`src/rtl/video_timing_ctrl.sv`:
```
// Raster timing controller: pixel/line counters, active window, sync strobes,
// line/frame pulses and a PIPE_DLY-deep delayed copy of video_on/h_sync/v_sync.
module video_timing_ctrl #(
  parameter int unsigned H_ACTIVE = 640,
  parameter int unsigned H_FP     = 16,
  parameter int unsigned H_SYNC   = 96,
  parameter int unsigned H_BP     = 48,
  parameter int unsigned V_ACTIVE = 480,
  parameter int unsigned V_FP     = 10,
  parameter int unsigned V_SYNC   = 2,
  parameter int unsigned V_BP     = 33,
  parameter bit          HS_POL   = 1'b0,
  parameter bit          VS_POL   = 1'b0,
  parameter int unsigned PIPE_DLY = 2
) (
  input  logic        rfr_clk,
  input  logic        reset,
  input  logic        enable,
  output logic [11:0] pixel_cnt,
  output logic [11:0] line_cnt,
  output logic        video_on,
  output logic        h_sync,
  output logic        v_sync,
  output logic        video_on_d,
  output logic        h_sync_d,
  output logic        v_sync_d,
  output logic        line_start,
  output logic        frame_start,
  output logic [15:0] frame_cnt
);

  localparam int unsigned CW      = 12;
  localparam int unsigned FW      = 16;
  localparam int unsigned H_TOTAL = H_ACTIVE + H_FP + H_SYNC + H_BP;
  localparam int unsigned V_TOTAL = V_ACTIVE + V_FP + V_SYNC + V_BP;
  localparam int unsigned PW      = (PIPE_DLY == 0) ? 1 : PIPE_DLY;

  // Window bounds are one bit wider so an end bound of 4096 still compares correctly.
  localparam logic [CW:0]   H_ACT_C = (CW+1)'(H_ACTIVE);
  localparam logic [CW:0]   HS_BEG  = (CW+1)'(H_ACTIVE + H_FP);
  localparam logic [CW:0]   HS_END  = (CW+1)'(H_ACTIVE + H_FP + H_SYNC);
  localparam logic [CW:0]   V_ACT_C = (CW+1)'(V_ACTIVE);
  localparam logic [CW:0]   VS_BEG  = (CW+1)'(V_ACTIVE + V_FP);
  localparam logic [CW:0]   VS_END  = (CW+1)'(V_ACTIVE + V_FP + V_SYNC);
  localparam logic [CW-1:0] H_LAST  = CW'(H_TOTAL - 1);
  localparam logic [CW-1:0] V_LAST  = CW'(V_TOTAL - 1);

  if (H_TOTAL > 4096) begin : g_bad_h_total
    $error("video_timing_ctrl: H_TOTAL exceeds 4096");
  end
  if (V_TOTAL > 4096) begin : g_bad_v_total
    $error("video_timing_ctrl: V_TOTAL exceeds 4096");
  end
  if (PIPE_DLY > 4) begin : g_bad_pipe_dly
    $error("video_timing_ctrl: PIPE_DLY must be 0..4");
  end

  typedef enum logic {ST_IDLE, ST_RUN} state_t;

  state_t          r_state, w_state_nxt;
  logic [CW-1:0]   r_pix, r_line, w_pix_nxt, w_line_nxt;
  logic [FW-1:0]   r_frame, w_frame_nxt;
  logic            r_video_on, r_hs, r_vs, r_ls, r_fs;
  logic            w_run, w_video_on, w_hs, w_vs, w_ls, w_fs;
  logic [CW:0]     w_pix_x, w_line_x;

  // State and output registers
  always_ff @(posedge rfr_clk) begin
    if (reset) begin
      r_state    <= ST_IDLE;
      r_pix      <= '0;
      r_line     <= '0;
      r_frame    <= '0;
      r_video_on <= 1'b0;
      r_hs       <= ~HS_POL;
      r_vs       <= ~VS_POL;
      r_ls       <= 1'b0;
      r_fs       <= 1'b0;
    end else begin
      r_state    <= w_state_nxt;
      r_pix      <= w_pix_nxt;
      r_line     <= w_line_nxt;
      r_frame    <= w_frame_nxt;
      r_video_on <= w_video_on;
      r_hs       <= w_hs;
      r_vs       <= w_vs;
      r_ls       <= w_ls;
      r_fs       <= w_fs;
    end
  end

  // Next position, then flags derived from that position so they register together
  always_comb begin
    w_state_nxt = r_state;
    w_pix_nxt   = '0;
    w_line_nxt  = '0;
    w_frame_nxt = r_frame;
    w_run       = 1'b0;
    case (r_state)
      ST_IDLE: begin
        if (enable) begin
          w_state_nxt = ST_RUN;
          w_run       = 1'b1;
        end
      end
      ST_RUN: begin
        if (!enable) begin
          w_state_nxt = ST_IDLE;
        end else begin
          w_run = 1'b1;
          if (r_pix == H_LAST) begin
            if (r_line == V_LAST) begin
              w_frame_nxt = r_frame + FW'(1);
            end else begin
              w_line_nxt = r_line + CW'(1);
            end
          end else begin
            w_pix_nxt  = r_pix + CW'(1);
            w_line_nxt = r_line;
          end
        end
      end
      default: w_state_nxt = ST_IDLE;
    endcase

    w_pix_x    = {1'b0, w_pix_nxt};
    w_line_x   = {1'b0, w_line_nxt};
    w_video_on = w_run && (w_pix_x < H_ACT_C) && (w_line_x < V_ACT_C);
    w_hs       = (w_run && (w_pix_x >= HS_BEG) && (w_pix_x < HS_END)) ? HS_POL : ~HS_POL;
    w_vs       = (w_run && (w_line_x >= VS_BEG) && (w_line_x < VS_END)) ? VS_POL : ~VS_POL;
    w_ls       = w_run && (w_pix_nxt == '0);
    w_fs       = w_run && (w_pix_nxt == '0) && (w_line_nxt == '0);
  end

  assign pixel_cnt   = r_pix;
  assign line_cnt    = r_line;
  assign frame_cnt   = r_frame;
  assign video_on    = r_video_on;
  assign h_sync      = r_hs;
  assign v_sync      = r_vs;
  assign line_start  = r_ls;
  assign frame_start = r_fs;

  // Delay line keeps shifting in IDLE so inactive levels drain through
  if (PIPE_DLY == 0) begin : g_no_dly
    assign video_on_d = r_video_on;
    assign h_sync_d   = r_hs;
    assign v_sync_d   = r_vs;
  end else begin : g_dly
    logic [PW-1:0] r_vo_pipe, r_hs_pipe, r_vs_pipe;

    always_ff @(posedge rfr_clk) begin
      if (reset) begin
        r_vo_pipe <= '0;
        r_hs_pipe <= {PW{~HS_POL}};
        r_vs_pipe <= {PW{~VS_POL}};
      end else begin
        r_vo_pipe <= PW'({r_vo_pipe, r_video_on});
        r_hs_pipe <= PW'({r_hs_pipe, r_hs});
        r_vs_pipe <= PW'({r_vs_pipe, r_vs});
      end
    end

    assign video_on_d = r_vo_pipe[PW-1];
    assign h_sync_d   = r_hs_pipe[PW-1];
    assign v_sync_d   = r_vs_pipe[PW-1];
  end

endmodule
```
`config.mk`:
```
export PLATFORM = sky130hd
export DESIGN_NAME = video_timing_ctrl
export DESIGN_NICKNAME = d
export VERILOG_FILES = /design/src/rtl/video_timing_ctrl.sv
export SDC_FILE = /design/constraint.sdc
export NUM_CORES = 1
export LEC_CHECK = 0
export ABC_AREA = 1
export CAP_MARGIN = 30
export CELL_PAD_IN_SITES_DETAIL_PLACEMENT = 2
export CELL_PAD_IN_SITES_GLOBAL_PLACEMENT = 2
export CORE_MARGIN = 1.5
export CORE_UTILIZATION = 30
export CTS_CLUSTER_SIZE = 25
export DETAILED_ROUTE_END_ITERATION = 12
export MAX_ROUTING_LAYER = met4
export PLACE_DENSITY_LB_ADDON = 0.1
export SLEW_MARGIN = 20
export SYNTH_ARGS = -nofsm -noshare
export SYNTH_HDL_FRONTEND = slang
export SYNTH_SLANG_ARGS = --single-unit
```
`constraint.sdc`:
```
create_clock -name rfr_clk -period 5.3 [get_ports rfr_clk]
set_input_delay 1.325 -clock rfr_clk [delete_from_list [all_inputs] [get_ports rfr_clk]]
set_output_delay 1.325 -clock rfr_clk [all_outputs]
set_load 0.005 [all_outputs]
```
**Yosys cells after proc, flatten, opt, wreduce, memory -nomap -nowiden**

Index checks and enable logic that the tools add are counted.

- Input bits: 3
- Register bits after elaboration: 52
- Output and inout port bits: 48
- Word-level logic and storage cells: 44

- Reductions and logical operators: 11
- Order comparisons: 6
- Mux-type cells: 10
- Add/sub/neg operators: 3
- Equality and inequality tests: 2

Operators with widths:

| cell | count |
|---|---|
| 2-to-1 mux 12 bit | 7 |
| adder 12 x 1 -> 12 bit, second input constant | 2 |
| equality test 12 x 10 -> 1 bit, second input constant | 2 |
| logical NOT 12 bit | 2 |
| less-than comparator 12 x 10 -> 1 bit, second input constant | 2 |
| less-than comparator 12 x 9 -> 1 bit, second input constant | 2 |
| adder 16 x 1 -> 16 bit, second input constant | 1 |
| >= comparator 12 x 10 -> 1 bit, second input constant | 1 |
| >= comparator 12 x 9 -> 1 bit, second input constant | 1 |
| logical AND 1 bit | 8 |
| AND reduction 4 bit | 1 |
| 2-to-1 mux 1 bit | 3 |

**Depth between registers and ports, before layout**

Gate-level depths: netlist (run 1).

- Word-level depth: 9
- Gate-level depth with buffers: 12
- Gate-level depth less buffers: 12

**Least setup slack after synthesis (run 1)**

Ideal clock, no wire load.

- Path kind: input-to-reg
- Start: in enable
- End: reg r_hs, in the netlist h_sync
- Slack: 3.024 ns
- Setup time: 0.115 ns
- Buffers on the path: 0
- Stages on the path: 9
- Data arrival time: 2.161 ns
- Data required time: 5.185 ns
- Cells stage by stage: nand2_1 -> inv_1 -> nand2_2 -> inv_2 -> nand3_2 -> nor2_1 -> nand3_1 -> nor2_1 -> nand2_1

- Longest elaborated chain between the ends: 6
- Elaborated cells on any way between the ends: 8

Ends and longest elaborated chain:

| what | RTL line | source |
|---|---|---|
| start: declaration | 18 | `input logic enable,` |
| 2-to-1 mux 12 bit | 107 | `if (!enable) begin` |
| 2-to-1 mux 12 bit | 99 | `case (r_state)` |
| >= comparator 12 x 10 -> 1 bit | 129 | `w_hs = (w_run && (w_pix_x >= HS_BEG) && (w_pix_x < HS_END)) ? HS_POL : ~HS_POL;` |
| logical AND 1 bit | 129 |  |
| logical AND 1 bit (*) | 129 |  |
| 2-to-1 mux 1 bit (*) | 129 |  |
| end signal: assignment | 75 | `r_hs <= ~HS_POL;` |
| end signal: assignment | 85 | `r_hs <= w_hs;` |
| end: declaration | 63 | `logic r_video_on, r_hs, r_vs, r_ls, r_fs;` |

Every way passes the cells marked *; elsewhere a longest branch is shown, timed or not.
A chain may end at the register's enable or synchronous reset.

**Final worst setup path (run 1)**

- Start: in enable
- End: reg r_frame[7], in the netlist frame_cnt[7]

- Longest elaborated chain between the ends: 1

Ends and longest elaborated chain:

| what | RTL line | source |
|---|---|---|
| AND reduction 4 bit (no source line) | n/a |  |
| end signal: assignment | 83 | `r_frame <= w_frame_nxt;` |
| end: declaration | 62 | `logic [FW-1:0] r_frame, w_frame_nxt;` |

No other way between the ends.

==> results of run 1 <==
## kinds of logic (layout without fill, tap and decap cells)
kind of cell | Yosys count | in the layout | synth area share
AOI/OAI and AO/OA | 27 | 27 | 0.0504
xor gates and xnor gates | 9 | 9 | 0.0279
adders and majority gates | 4 | 4 | 0.0177
buffers and inverters | 60 | 113 | 0.0827
DFF | 52 | 52 | 0.368
and+or+nand+nor | 280 | 280 | 0.454
## through the flow
step | setup WS [ps] | cells | hold slack [ps] | power (uW)
floorplan | 3020 | 432 | 388 | 414
global placement | 1890 | 588 | 394 | 424
detailed placement | 1800 | 588 | 402 | 425
CTS | 2110 | 596 | 425 | 677
global route | 1880 | 596 | 450 | 695
finish | 2120 | 596 | 418 | 667
## sequential cells by signal, summed over array words and instances, names as in the netlist
name	cells
v_sync	1
frame_start	1
video_on	1
g_dly.r_vs_pipe	2
line_cnt	12
r_state	1
g_dly.r_vo_pipe	2
pixel_cnt	12
g_dly.r_hs_pipe	2
frame_cnt	16
h_sync	1
line_start	1
## layout make-up
class	count	area, um^2
multi-input combinational	320	1560
clock inverter	3	27.5
timing repair buffer	51	508
inverter	54	203
sequential	52	1040
tap	111	139
clock buffer	5	68.8
fill	1143	5650
## how the worst max path moves through the flow
stage | from | endpoint | slack (ps) | cells past startpoint
floorplan | enable | h_sync | 3020 | 9
global placement | enable | frame_cnt[7] | 1890 | 8
detailed placement | enable | frame_cnt[7] | 1800 | 8
CTS | enable | frame_cnt[7] | 2110 | 8
global route | enable | frame_cnt[7] | 1880 | 8
finish | enable | frame_cnt[7] | 2120 | 8
## power by group through the flow
stage / Combinational [uW] / Clock [uW] / Sequential [uW]
3_5_place_dp: 20.8 / 0 / 404
5_1_grt: 23.5 / 276 / 395
2_1_floorplan: 10.6 / 0 / 403
6_report: 20.7 / 251 / 395
3_3_place_gp: 19.9 / 0 / 404
4_1_cts: 20.9 / 261 / 395
## layout by cell type (no fill, tap or decap), drive strengths merged
| cell type | Yosys | final |
|---|---|---|
| o21bai | 2 | 2 |
| clkinv | 0 | 1 |
| clkdlybuf4s50 | 0 | 50 |
| buf | 2 | 1 |
| xor2 | 6 | 6 |
| xnor2 | 3 | 3 |
| nor3 | 11 | 11 |
| nor2 | 80 | 80 |
| or2 | 5 | 5 |
| inv | 54 | 55 |
| nand3 | 47 | 47 |
| nor4 | 5 | 5 |
| ha | 4 | 4 |
| o21ai | 11 | 11 |
| nand2 | 115 | 115 |
| clkinvlp | 0 | 1 |
| o31ai | 1 | 1 |
| clkbuf | 4 | 5 |
| a21oi | 13 | 13 |
| nand3b | 1 | 1 |
| nor2b | 1 | 1 |
| dfxtp | 52 | 52 |
| nand4 | 15 | 15 |
## critical path: stages
cell	delay (ps)
clkdlybuf4s50_1	620
nand2_1	180
nor3_2	630
nand4_1	260
nor2_1	200
nand2_1	70
nand2_1	60
nor2_1	40
## metal layers
metal	wire [um]	share of wire
met5	0	0
met4	94	0.0097
met3	168	0.017
met2	4970	0.52
met1	4410	0.46
==> results list, run 1 <==
* DRC marker count from the first detailed-route iteration: 40
- Counting flops with an async set or reset pin after synthesis yields a share of 0.
* Pwr/cell area: 188 mW/mm^2
* Crit end category: flop
- Clock latency on the worst-skew pair, taken at its later pin, is roughly 310 ps.
* Clock power frac: 0.376
- Layout Utilization: 0.385
- At the end of routability-driven placement, the weighted congestion stood at about 0.83.
- Setup slack of the worst register-to-register path: 2700 ps
- Clock transition at path regs: 100 ps
- In the final routed layout, each cell accounts on average for 16.2 um.
- The repair_antennas step left the layout with diodes totalling 0.
* Number of buffers on the longest clock path: 2
- The internal power of the cells totals ~500 uW.
* Via count of the routed design: between 3000 and 4000
* GR Util met1: 0.255
* Hold/Removal Path Class: reg2reg
* Final instance area: roughly 0.0035 mm^2
- Endpoint of the worst-slack reg-to-reg timing path: frame_cnt[7]
- Number of slew-limit violations in the final report: 0
* Leakage: roughly 0.0014 uW
* Cell count of the worst reg-to-reg path: 10
* Antenna violations before repair: 0
* Initial standard-cell utilization of the core: 0.308
- When the netlist entered floorplanning its net count stood at approximately 440.
* Number of vias per cell after detailed routing: 5.07
- Number of global-route vias before repair: approximately 3200
- Worst Hold Path EP: g_dly.r_vo_pipe[1]
- Die area: between 0.01 and 0.015 mm^2
- Hold Crit Depth: 2
* DRT Pass-1 Iters: 4
- The number of gates resized after CTS was 0.
- Clock tree from TritonCTS: built
* Routing usage on met2: 0.374
- Measured along the x axis, the die boundary spans between 100 and 150 um.
- In this run the number of H-tree levels came out at 2.
- Final critical delay including setup and external delays: roughly 3200 ps
- Among all flip-flop cells after synthesis, the most frequent one is dfxtp_1.
- Among all cell types in the netlist, the one instantiated most often is nand2_1.
* Status: finished clean
- Clock tree synthesis found a total of 52 sinks.
- Worst r2r src: pixel_cnt[0]
- Static timing analysis puts the maximum clock frequency at about 310 MHz.
* Setup skew after layout: between 10 and 15 ps
- The share of synthesized area in the top cell type comes to 0.368.
- The tree is rooted in a clkbuf_8.
- The number of hold buffers added after CTS was 0.
- The worst hold path begins at g_dly.r_vo_pipe[0].
- The area growth from synthesis to layout is 25.2%.
- After detailed placement, the total cell area comes to roughly 0.0034 mm^2.
- The core region is about 0.009 mm^2.
- Synth area leaders: dfxtp_1 (37%), nand2_1 (15%), nor2_1 (9.8%), nand3_1 (7.6%), inv_1 (6.8%)
* Distinct cells, synth: 31
- The detail route stage leaves a number of antenna-violating nets equal to 0.
* Slew Limit Headroom: 0.434
* Number of cells produced by synthesis: roughly 430
- Io pins: a little over 50
- Relative contribution of sequential cells to total power: 0.592
* Worst Setup Path Type: in2reg
- Residual DRC count: 0
* Residual overflow from global routing: 0
- In the final layout, the share of cells above drive strength 1 is 0.0660.
- GR met3 Demand/Resource: 0.0244
- Global-route wire length before repair: roughly 16 mm
- Largest area contributor in the synthesized netlist: dfxtp_1
- In this run, synthesis inferred 0 flip-flops with an integrated enable.
* Sequential area share after synthesis: 0.368
- Maximum number of pins on one net before global-route repair: 23
- In this run the most used layer during global routing was met2.
- Switching Fraction: 0.254
* Number of buffers added by the clock tree synthesis step: 5
- Synth top cells by count: nand2_1 (113), nor2_1 (74), dfxtp_1 (52)
- Net switching power figure: ~170 uW
- The final hold violation count came to 0.
- Averaged over all synthesized cells, the footprint is about 6.6 um^2.
* Number of placement rows: 35
* Maximum fanout encountered on the critical timing path: 11
- Post-CTS Setup Inserts: 0
- Nets@finish: ~500
- Period utilisation layout: 0.600
- The final layout contains routed wiring with a total length of just under 10 mm.
- Combinational share of power: 0.031
- Setup repair after global routing left no endpoint under its margin.
- Register bit count reported by yosys: 52
* Arrival time at the worst endpoint: between 3000 and 4000 ps
* Reported max-cap violation count: 0
* Buffers on Ports: 50
- Placed wire-length estimate after detailed placement: slightly below 8 mm
* Peak ir drop on the vdd network: between 0.09 and 0.1 mV
* Nature of the critical path startpoint: primary input
* Number of warning messages in the yosys log: 0
* Die outline height: 100 um
* Sum of negative setup slack: 0 ps
- Total GRT Usage: 0.209
- Synth Cell Area: between 0.002 and 0.003 mm^2
* Worst path required time: ~5500 ps
* Number of setup violations in the final report: 0
- At the pin with the least slew margin, the transition time is roughly 850 ps.
Power figures use the tool's default switching activity.
==> run 2: changes to the inputs <==
Settings changed: CORE_UTILIZATION 30 to 28.
Clock period 5.3 ns to 3.3 ns, I/O delays scaled along.
==> run 2 against run 1 <==
Against the previous run: flip-flop and latch count unchanged; wire length is 2.2% higher; critical path depth grew 3; sequential share of layout area down 0.39 points; die area is 6.9% higher; critical path type unchanged; critical endpoint is now video_on; largest cell class unchanged; largest power group unchanged.
==> results list, run 2 (same netlist as run 1, synthesis figures left out) <==
* Hold Violations, Final: 0 (unchanged)
* Placed inst area: 0.00350 mm^2 (was 0.00345 mm^2)
- The source of the critical timing path was enable (unchanged).
* Clock tree from TritonCTS: built (unchanged)
- Critical path's most frequent cell: nand2_1 (unchanged)
- The largest driver fanout on the critical path came to 8 (was 11).
- Ratio of cells with drive above 1 in the final layout: 0.0697 (was 0.0660)
- Hold-fix buffer count after cts: 0 (unchanged)
- Switching Fraction: 0.235 (was 0.254)
- Residual overflow from global routing: 0 (unchanged)
- Status: finished clean (unchanged).
- The first-pass GRT wire length came to 16.4 mm (was 16.1 mm).
- The met1 wire length came to 4.52 mm (was 4.41 mm).
* Upper clock frequency limit: 429 MHz
- The worst slack at placement is 629 ps (was 1800 ps).
- The largest incremental delay on the critical path was 500 ps (was 630 ps).
- The leakage power of the design came to 0.00145 uW (was 0.00143 uW).
- DRT Pass-1 Iters: 4 (unchanged)
- Number of flip-flops under the largest register name: 16 (unchanged)
- The class of the most critical setup path was in2reg (unchanged).
* Final critical delay including setup and external delays: 2330 ps
- Leading cell type in the layout, fill and taps excluded: nand2_1 (unchanged)
* Critical path cell sequence: clkdlybuf4s50_1 > nand2_1 > inv_1 > nand2_2 > inv_2 > nand3_1 > nand2_1 > inv_2 > nand3_1 > nand2_1 > nor2_1 (was clkdlybuf4s50_1 > nand2_1 > nor3_2 > nand4_1 > nor2_1 > nand2_1 > nand2_1 > nor2_1)
- Most frequent cells in the layout: nand2_1 (113), nor2_1 (74), dfxtp_1 (52) (unchanged).
- Hold/Removal Path Class: reg2reg (unchanged)
- The fraction of power consumed by combinational cells is 0.033 (was 0.031).
- Uppermost metal layer occupied by signal nets: met4 (unchanged)
- The cell area power density is 297 mW/mm^2 (was 188 mW/mm^2).
* Clock power frac: 0.372 (was 0.376)
* Worst path required time: 3560 ps (was 5510 ps)
- The quantity of gates resized following cts came to 0 (unchanged).
- Cell count of the worst reg-to-reg path: 10 (unchanged)
- Internal Dissipation: 815 uW (was 498 uW)
* Setup skew after layout: 9.20 ps (was 14.8 ps)
- Antenna violations before repair: 0 (unchanged)
* Number of buffers on the longest clock path: 2 (unchanged)
- The origin of the critical flop-to-flop path is pixel_cnt[0] (unchanged).
* Count of buffer and inverter cells on the critical path: 4 (was 1)
* Count of clock tree sinks: 52 (unchanged)
- The full die area is 0.0107 mm^2 (was 0.0100 mm^2).
* Insertion delay of the later-clocked pin in the worst-skew pair: 310 ps (about the same)
- The sort of element at the end of the critical path was a flop (unchanged).
* Peak ir drop on the vdd network: 0.164 mV (was 0.0980 mV)
* Slew Limit Headroom: 0.603 (was 0.434)
- Clock transition at path regs: 100 ps (about the same)
* Area of the core: 0.00977 mm^2 (was 0.00920 mm^2)
- The routability congestion estimate came to 0.808 (was 0.830).
- The overall routed net length was 9.86 mm (was 9.65 mm).
- The antenna violation net count after detailed routing is 0 (unchanged).
* Ant diodes: 0 (unchanged)
- Unrepaired setup endpoints after global routing: false (unchanged)
- The count of boundary I/O pins was 51 (unchanged).
- The maximum number of pins on one net before global-route repair came to 22 (was 23).
- Number of setup violations in the final report: 0 (unchanged)
- Root Buffer Master: clkbuf_8 (unchanged)
- Worst Setup Slack, final: 971 ps (was 2120 ps)
- The number of buffers inserted to repair setup after CTS was 0 (unchanged).
* Detailed-routed wire length on met2: 5.02 mm (was 4.97 mm)
- Via count of the routed design: 3009 (was 3021)
- The reported max-cap violation count is 0 (unchanged).
- The number of clock buffers inserted by TritonCTS is 5 (unchanged).
- The die span in x is 104 um (was 100 um).
* Layout Area Growth over Synthesis: 26.8% (was 25.2%)
- The final max-slew violation count came to 0 (unchanged).
* Setup slack of the worst register-to-register path: 1080 ps (was 2700 ps)
- The kind of launch point of the worst setup path was a primary input (unchanged).
* Arrival time at the worst endpoint: 2580 ps (was 3390 ps)
- Final instance area: 0.00359 mm^2 (was 0.00354 mm^2)
- In the finished design, the share of the clock period the worst path needs comes to 0.706.
- The count of standard-cell rows was 36 (was 35).
- Placed wire-length estimate after detailed placement: 7.91 mm (was 7.73 mm)
* Routed wire length per instance: 15.9 um (was 16.2 um)
- The kind of cell adding the most delay to the critical path was buffers and inverters (was simple AND/OR/NAND/NOR gates).
* Number of global-route vias before repair: 3192 (was 3156)
* Number of H-tree levels: 2 (unchanged)
- CP endpoint: video_on (was frame_cnt[7])
- Slowest stage cell on the critical path: clkdlybuf4s50_1 (was nor3_2)
- The post-route setup TNS was 0 ps (unchanged).
* Number of vias per cell after detailed routing: 4.85 (was 5.07)
* DRC marker count from the first detailed-route iteration: 69 (was 40)
* Total stage count of the critical path: 11 (was 8)
* Net switching power figure: 250 uW (was 169 uW)
- Initial standard-cell utilization of the core: 0.290 (was 0.308)
- The final total power came to 1070 uW (was 667 uW).
* Die outline height: 104 um (was 100 um)
- Endpoint of the worst-slack reg-to-reg timing path: frame_cnt[3] (was frame_cnt[7])
- Relative contribution of sequential cells to total power: 0.595 (was 0.592)
- The number of buffer cells added on primary ports came to 50 (unchanged).
* Residual DRC count: 0 (unchanged)
* Total GRT Usage: 0.195 (was 0.209)
- Routed length on met3: 221 um (was 168 um)
- Nets@finish: 494 (was 491)
* Slew at the pin closest to its max-slew limit: 590 ps (was 846 ps)
-- run 2: layout make-up --
cell class	instances	area, um^2
fill	1241	6180
multi-input combinational	320	1560
sequential	52	1040
timing repair buffer	54	531
inverter	54	203
tap	133	166
clock buffer	7	86.3
clock inverter	1	7.51
-- run 2: worst register-to-register path, stage by stage (launching register included) --
cell and delay (ps):
dfxtp_1 410, ha_1 290, nand3_4 140, nor2_8 190, nand3_4 200, nor2_4 180
nand2_2 200, nor2_1 200, nand3_1 120, o21ai_1 150, a21oi_1 50
-- run 2: routing by layer --
| metal | global-route usage | vias to the layer above |
|---|---|---|
| met3 | 0.0302 | 6 |
| li1 | - | 1486 |
| met1 | 0.232 | 1481 |
| met2 | 0.349 | 36 |
| met4 | 0.0387 | 0 |
| met5 | - | - |
-- run 2: metrics by stage --
step,instances,utilization,hold slack (ps)
floorplan,432,-,388
global placement,613,0.358,392
detailed placement,613,0.358,400
CTS,621,0.367,423
global route,621,0.367,441
finish,621,0.367,416
-- run 2: worst min-delay path by stage --
stage,to,depth (start not counted),from
finish,g_dly.r_vo_pipe[1],2,g_dly.r_vo_pipe[0]
global route,g_dly.r_vs_pipe[1],1,g_dly.r_vs_pipe[0]
CTS,g_dly.r_hs_pipe[1],1,g_dly.r_hs_pipe[0]
detailed placement,g_dly.r_hs_pipe[1],1,g_dly.r_hs_pipe[0]
global placement,g_dly.r_hs_pipe[1],1,g_dly.r_hs_pipe[0]
floorplan,g_dly.r_vo_pipe[1],2,g_dly.r_vo_pipe[0]
-- run 2: power groups by stage --
stage | combinational (uW) | sequential (uW) | clock, uW
floorplan | 17.1 | 648 | 0
global placement | 35.4 | 649 | 0
detailed placement | 36.1 | 649 | 0
CTS | 36.3 | 634 | 414
global route | 39.8 | 635 | 437
finish | 35.3 | 634 | 396
==> run 3: changes to the inputs <==
Settings changed: CORE_UTILIZATION 28 to 25.
Clock period 3.3 ns to 2.1 ns, I/O delays scaled along.
==> run 3 against run 2 <==
Against the previous run: combinational power increased by 100%; non-clock buffer count increased by 40; sequential share of layout area decreased by 3.1 points; power increased by 94%; largest cell class unchanged; largest power group is now the clock network; via count increased by 4.3%; utilization increased by 0.11 points; die area increased by 12%; clock power increased to 2.5 times the previous value; clock skew decreased by 2.5 ps; final area increased by 12%; critical path depth decreased by 1; clock-buffer cell count decreased by 2.
==> results list, run 3 (same netlist as run 1, synthesis figures left out) <==
- Residual DRC count: 0 (unchanged)
- Worst Setup Path Type: reg2reg (was in2reg)
- Io pins: 51 (unchanged)
- Die span in x: 109 um (was 104 um)
* Insertion delay of the later-clocked pin in the worst-skew pair: 310 ps (about the same)
- The antenna violation net count after detailed routing was 0 (unchanged).
* Nets@finish: 534 (was 494)
* Status: finished clean (unchanged)
* Critical path cell sequence: nand3_1 > inv_1 > nand2_1 > nand2_1 > nand2_1 > nand2_1 > nand4_1 > nor2_1 > nand2_1 > nand3b_1 (was clkdlybuf4s50_1 > nand2_1 > inv_1 > nand2_2 > inv_2 > nand3_1 > nand2_1 > inv_2 > nand3_1 > nand2_1 > nor2_1)
* Internal Dissipation: 1590 uW (was 815 uW)
- The clock-pin slew reported for the worst setup and hold paths after clock tree synthesis is 80 ps (was 100 ps).
- The kind of cell adding the most delay to the critical path is simple AND/OR/NAND/NOR gates (was buffers and inverters).
* Number of global-route vias before repair: 3485 (was 3192)
* Number of flip-flops under the largest register name: 16 (unchanged)
- Number of buffers added by the clock tree synthesis step: 5 (unchanged)
* Number of vias per cell after detailed routing: 4.70 (was 4.85)
- The class of the most critical hold timing path was reg2reg (unchanged).
- Post-CTS Setup Inserts: 0 (unchanged)
- Unrepaired setup endpoints after global routing: false (unchanged)
* Number of H-tree levels: 2 (unchanged)
- Net switching power figure: 478 uW (was 250 uW)
- The number of antenna violations at the first check in global routing was 0 (unchanged).
- Cell count of the worst reg-to-reg path: 10 (unchanged)
- Maximum fanout encountered on the critical timing path: 6 (was 8)
- Nature of the critical path startpoint: flop (was primary input)
- The post-synthesis to final-layout area growth is 42.3% (was 26.8%).
- Combinational share of power: 0.034 (was 0.033)
* Ant diodes: 0 (unchanged)
* Most frequent cells in the layout: nand2_1 (111), nor2_1 (74), inv_1 (51), dfxtp_1 (51), clkdlybuf4s50_1 (50) (was nand2_1 (113), nor2_1 (74), dfxtp_1 (52))
- The leakage power of the design was 0.00167 uW (was 0.00145 uW).
- The cell depth of the worst hold path was 1 (was 2).
* Slew at the pin closest to its max-slew limit: 407 ps (was 590 ps)
* Reported max-cap violation count: 0 (unchanged)
- Layout Utilization: 0.368 (was 0.367)
- The final max-slew violation count came to 0 (unchanged).
- The CTS tree is built (unchanged).
- The worst path arrival time is 2130 ps (was 2580 ps).
* Placed inst area: 0.00382 mm^2 (was 0.00350 mm^2)
* Slew Limit Headroom: 0.726 (was 0.603)
* Critical path's most frequent cell: nand2_1 (unchanged)
* Leading cell type in the layout, fill and taps excluded: nand2_1 (unchanged)
- The standard cell core area was 0.0109 mm^2 (was 0.00977 mm^2).
- Worst Hold Path EP: g_dly.r_vs_pipe[1] (was g_dly.r_vo_pipe[1])
- The number of non-filler instances in the completed layout was 668 (was 621).
* Global-route wire length before repair: 17.7 mm (was 16.4 mm)
- Static timing analysis puts the maximum clock frequency at ~520 MHz.
- DRC marker count from the first detailed-route iteration: 93 (was 69)
- Final critical delay including setup and external delays: 1940 ps
* Count of clock tree sinks: 52 (unchanged)
- Clock power frac: 0.484 (was 0.372)
- The final hold violation count is 0 (unchanged).
- Routed wire length per instance: 16.1 um (was 15.9 um)
- Die outline height: 109 um (was 104 um)
- Routed Wire Length: 10.8 mm (was 9.86 mm)
* Die area: 0.0120 mm^2 (was 0.0107 mm^2)
- The final critical-path setup slack was 163 ps (was 971 ps).
- Number of setup violations in the final report: 0 (unchanged)
* Worst r2r src: line_cnt[2] (was pixel_cnt[0])
- RePlAce Congestion: 0.807 (was 0.808)
* Endpoint of the worst-slack reg-to-reg timing path: v_sync (was frame_cnt[3])
- The fraction of power spent switching nets was 0.231 (was 0.235).
- Crit end category: flop (unchanged)
- The setup slack on the worst flop-to-flop path is 160 ps (was 1080 ps).
- The global-route usage over all layers came to 0.200 (was 0.195).
- The final clock skew is 6.68 ps (was 9.20 ps).
* Root Buffer Master: clkbuf_16 (was clkbuf_8)
* Number of placement rows: 38 (was 36)
- Ratio of cells with drive above 1 in the final layout: 0.153 (was 0.0697)
- The number of buffer cells added on primary ports is 50 (unchanged).
- Via count of the routed design: 3137 (was 3009)
- Dividing the final minimum period by the clock period gives 0.922.
* Pwr/cell area: 513 mW/mm^2 (was 297 mW/mm^2)
- Final instance area: 0.00403 mm^2 (was 0.00359 mm^2)
- The detailed placement HPWL is 8.58 mm (was 7.91 mm).
- Placed instance count: 660 (was 613)
- The filler cell count in the final layout was 1349 (was 1241).
* Worst setup timing slack at the placement stage: -115 ps (was 629 ps)
- The maximum number of pins on one net before global-route repair was 23 (was 22).
* Count of buffer and inverter cells on the critical path: 1 (was 4)
- The share of power burned in registers came to 0.482 (was 0.595).
* Peak ir drop on the vdd network: 0.251 mV (was 0.164 mV)
- The largest incremental delay on the critical path came to 470 ps (was 500 ps).
- The maximum root-to-sink buffer count was 2 (unchanged).
* Hold Path Origin: g_dly.r_vs_pipe[0] (was g_dly.r_vo_pipe[0])
* DRT Pass-1 Iters: 4 (unchanged)
* Residual overflow from global routing: 0 (unchanged)
- The post-route setup TNS is 0 ps (unchanged).
- The cell with the largest stage delay on the worst path was dfxtp_1 (was clkdlybuf4s50_1).
* Initial standard-cell utilization of the core: 0.259 (was 0.290)
- The required time reported for the critical path endpoint came to 2300 ps (was 3560 ps).
-- run 3: power groups by stage --
stage               registers [uW]  logic (uW)  clock network (uW)
finish                         996        70.6                1000
global route                   997        79.1                1070
CTS                            995        71.4                1030
detailed placement            1020        71.2                   0
global placement              1020        69.5                   0
floorplan                     1020        26.8                   0
-- run 3: area by class of cell --
class / count / area (um^2) / share of cell area
Clock buffer: 5 / 125 / 0.0311
Timing Repair Buffer: 94 / 843 / 0.209
Inverter: 54 / 203 / 0.0503
Clock inverter: 3 / 46.3 / 0.0115
Tap cell: 140 / 175 / 0.0435
Multi-Input combinational cell: 320 / 1590 / 0.395
Sequential cell: 52 / 1040 / 0.259
-- run 3: how the worst max path moves through the flow --
| stage | startpoint | end | cells after the start | slack (ps) |
|---|---|---|---|---|
| after floorplan | pixel_cnt[0] | h_sync | 12 | 360 |
| after CTS | pixel_cnt[1] | frame_start | 11 | 70 |
| final | line_cnt[2] | v_sync | 10 | 160 |
| after global routing | pixel_cnt[1] | v_sync | 9 | 2 |
| after detailed placement | enable | video_on | 11 | -120 |
| after global placement | enable | h_sync | 10 | -40 |
-- run 3: metrics by stage --
step	power (uW)	hold WS [ps]
4_1_cts	2100	420
3_5_place_dp	1090	401
5_1_grt	2150	435
3_3_place_gp	1090	392
2_1_floorplan	1040	388
6_report	2070	415
-- run 3: per-layer routing --
layer | global-route usage | wire (um) | part of all wire | up-vias
met5 | - | 0 | 0 | -
met4 | 0.0594 | 213 | 0.020 | 0
met3 | 0.0344 | 232 | 0.022 | 11
met2 | 0.338 | 5360 | 0.50 | 41
met1 | 0.242 | 4950 | 0.46 | 1513
li1 | - | - | - | 1572
-- run 3: repair_timing --
item / 4_1_cts / 5_1_grt
hold endpoints to repair: 0 / 0
hold buffers: 0 / 0
setup endpoints to repair: 0 / 5
resized for setup: 0 / 9
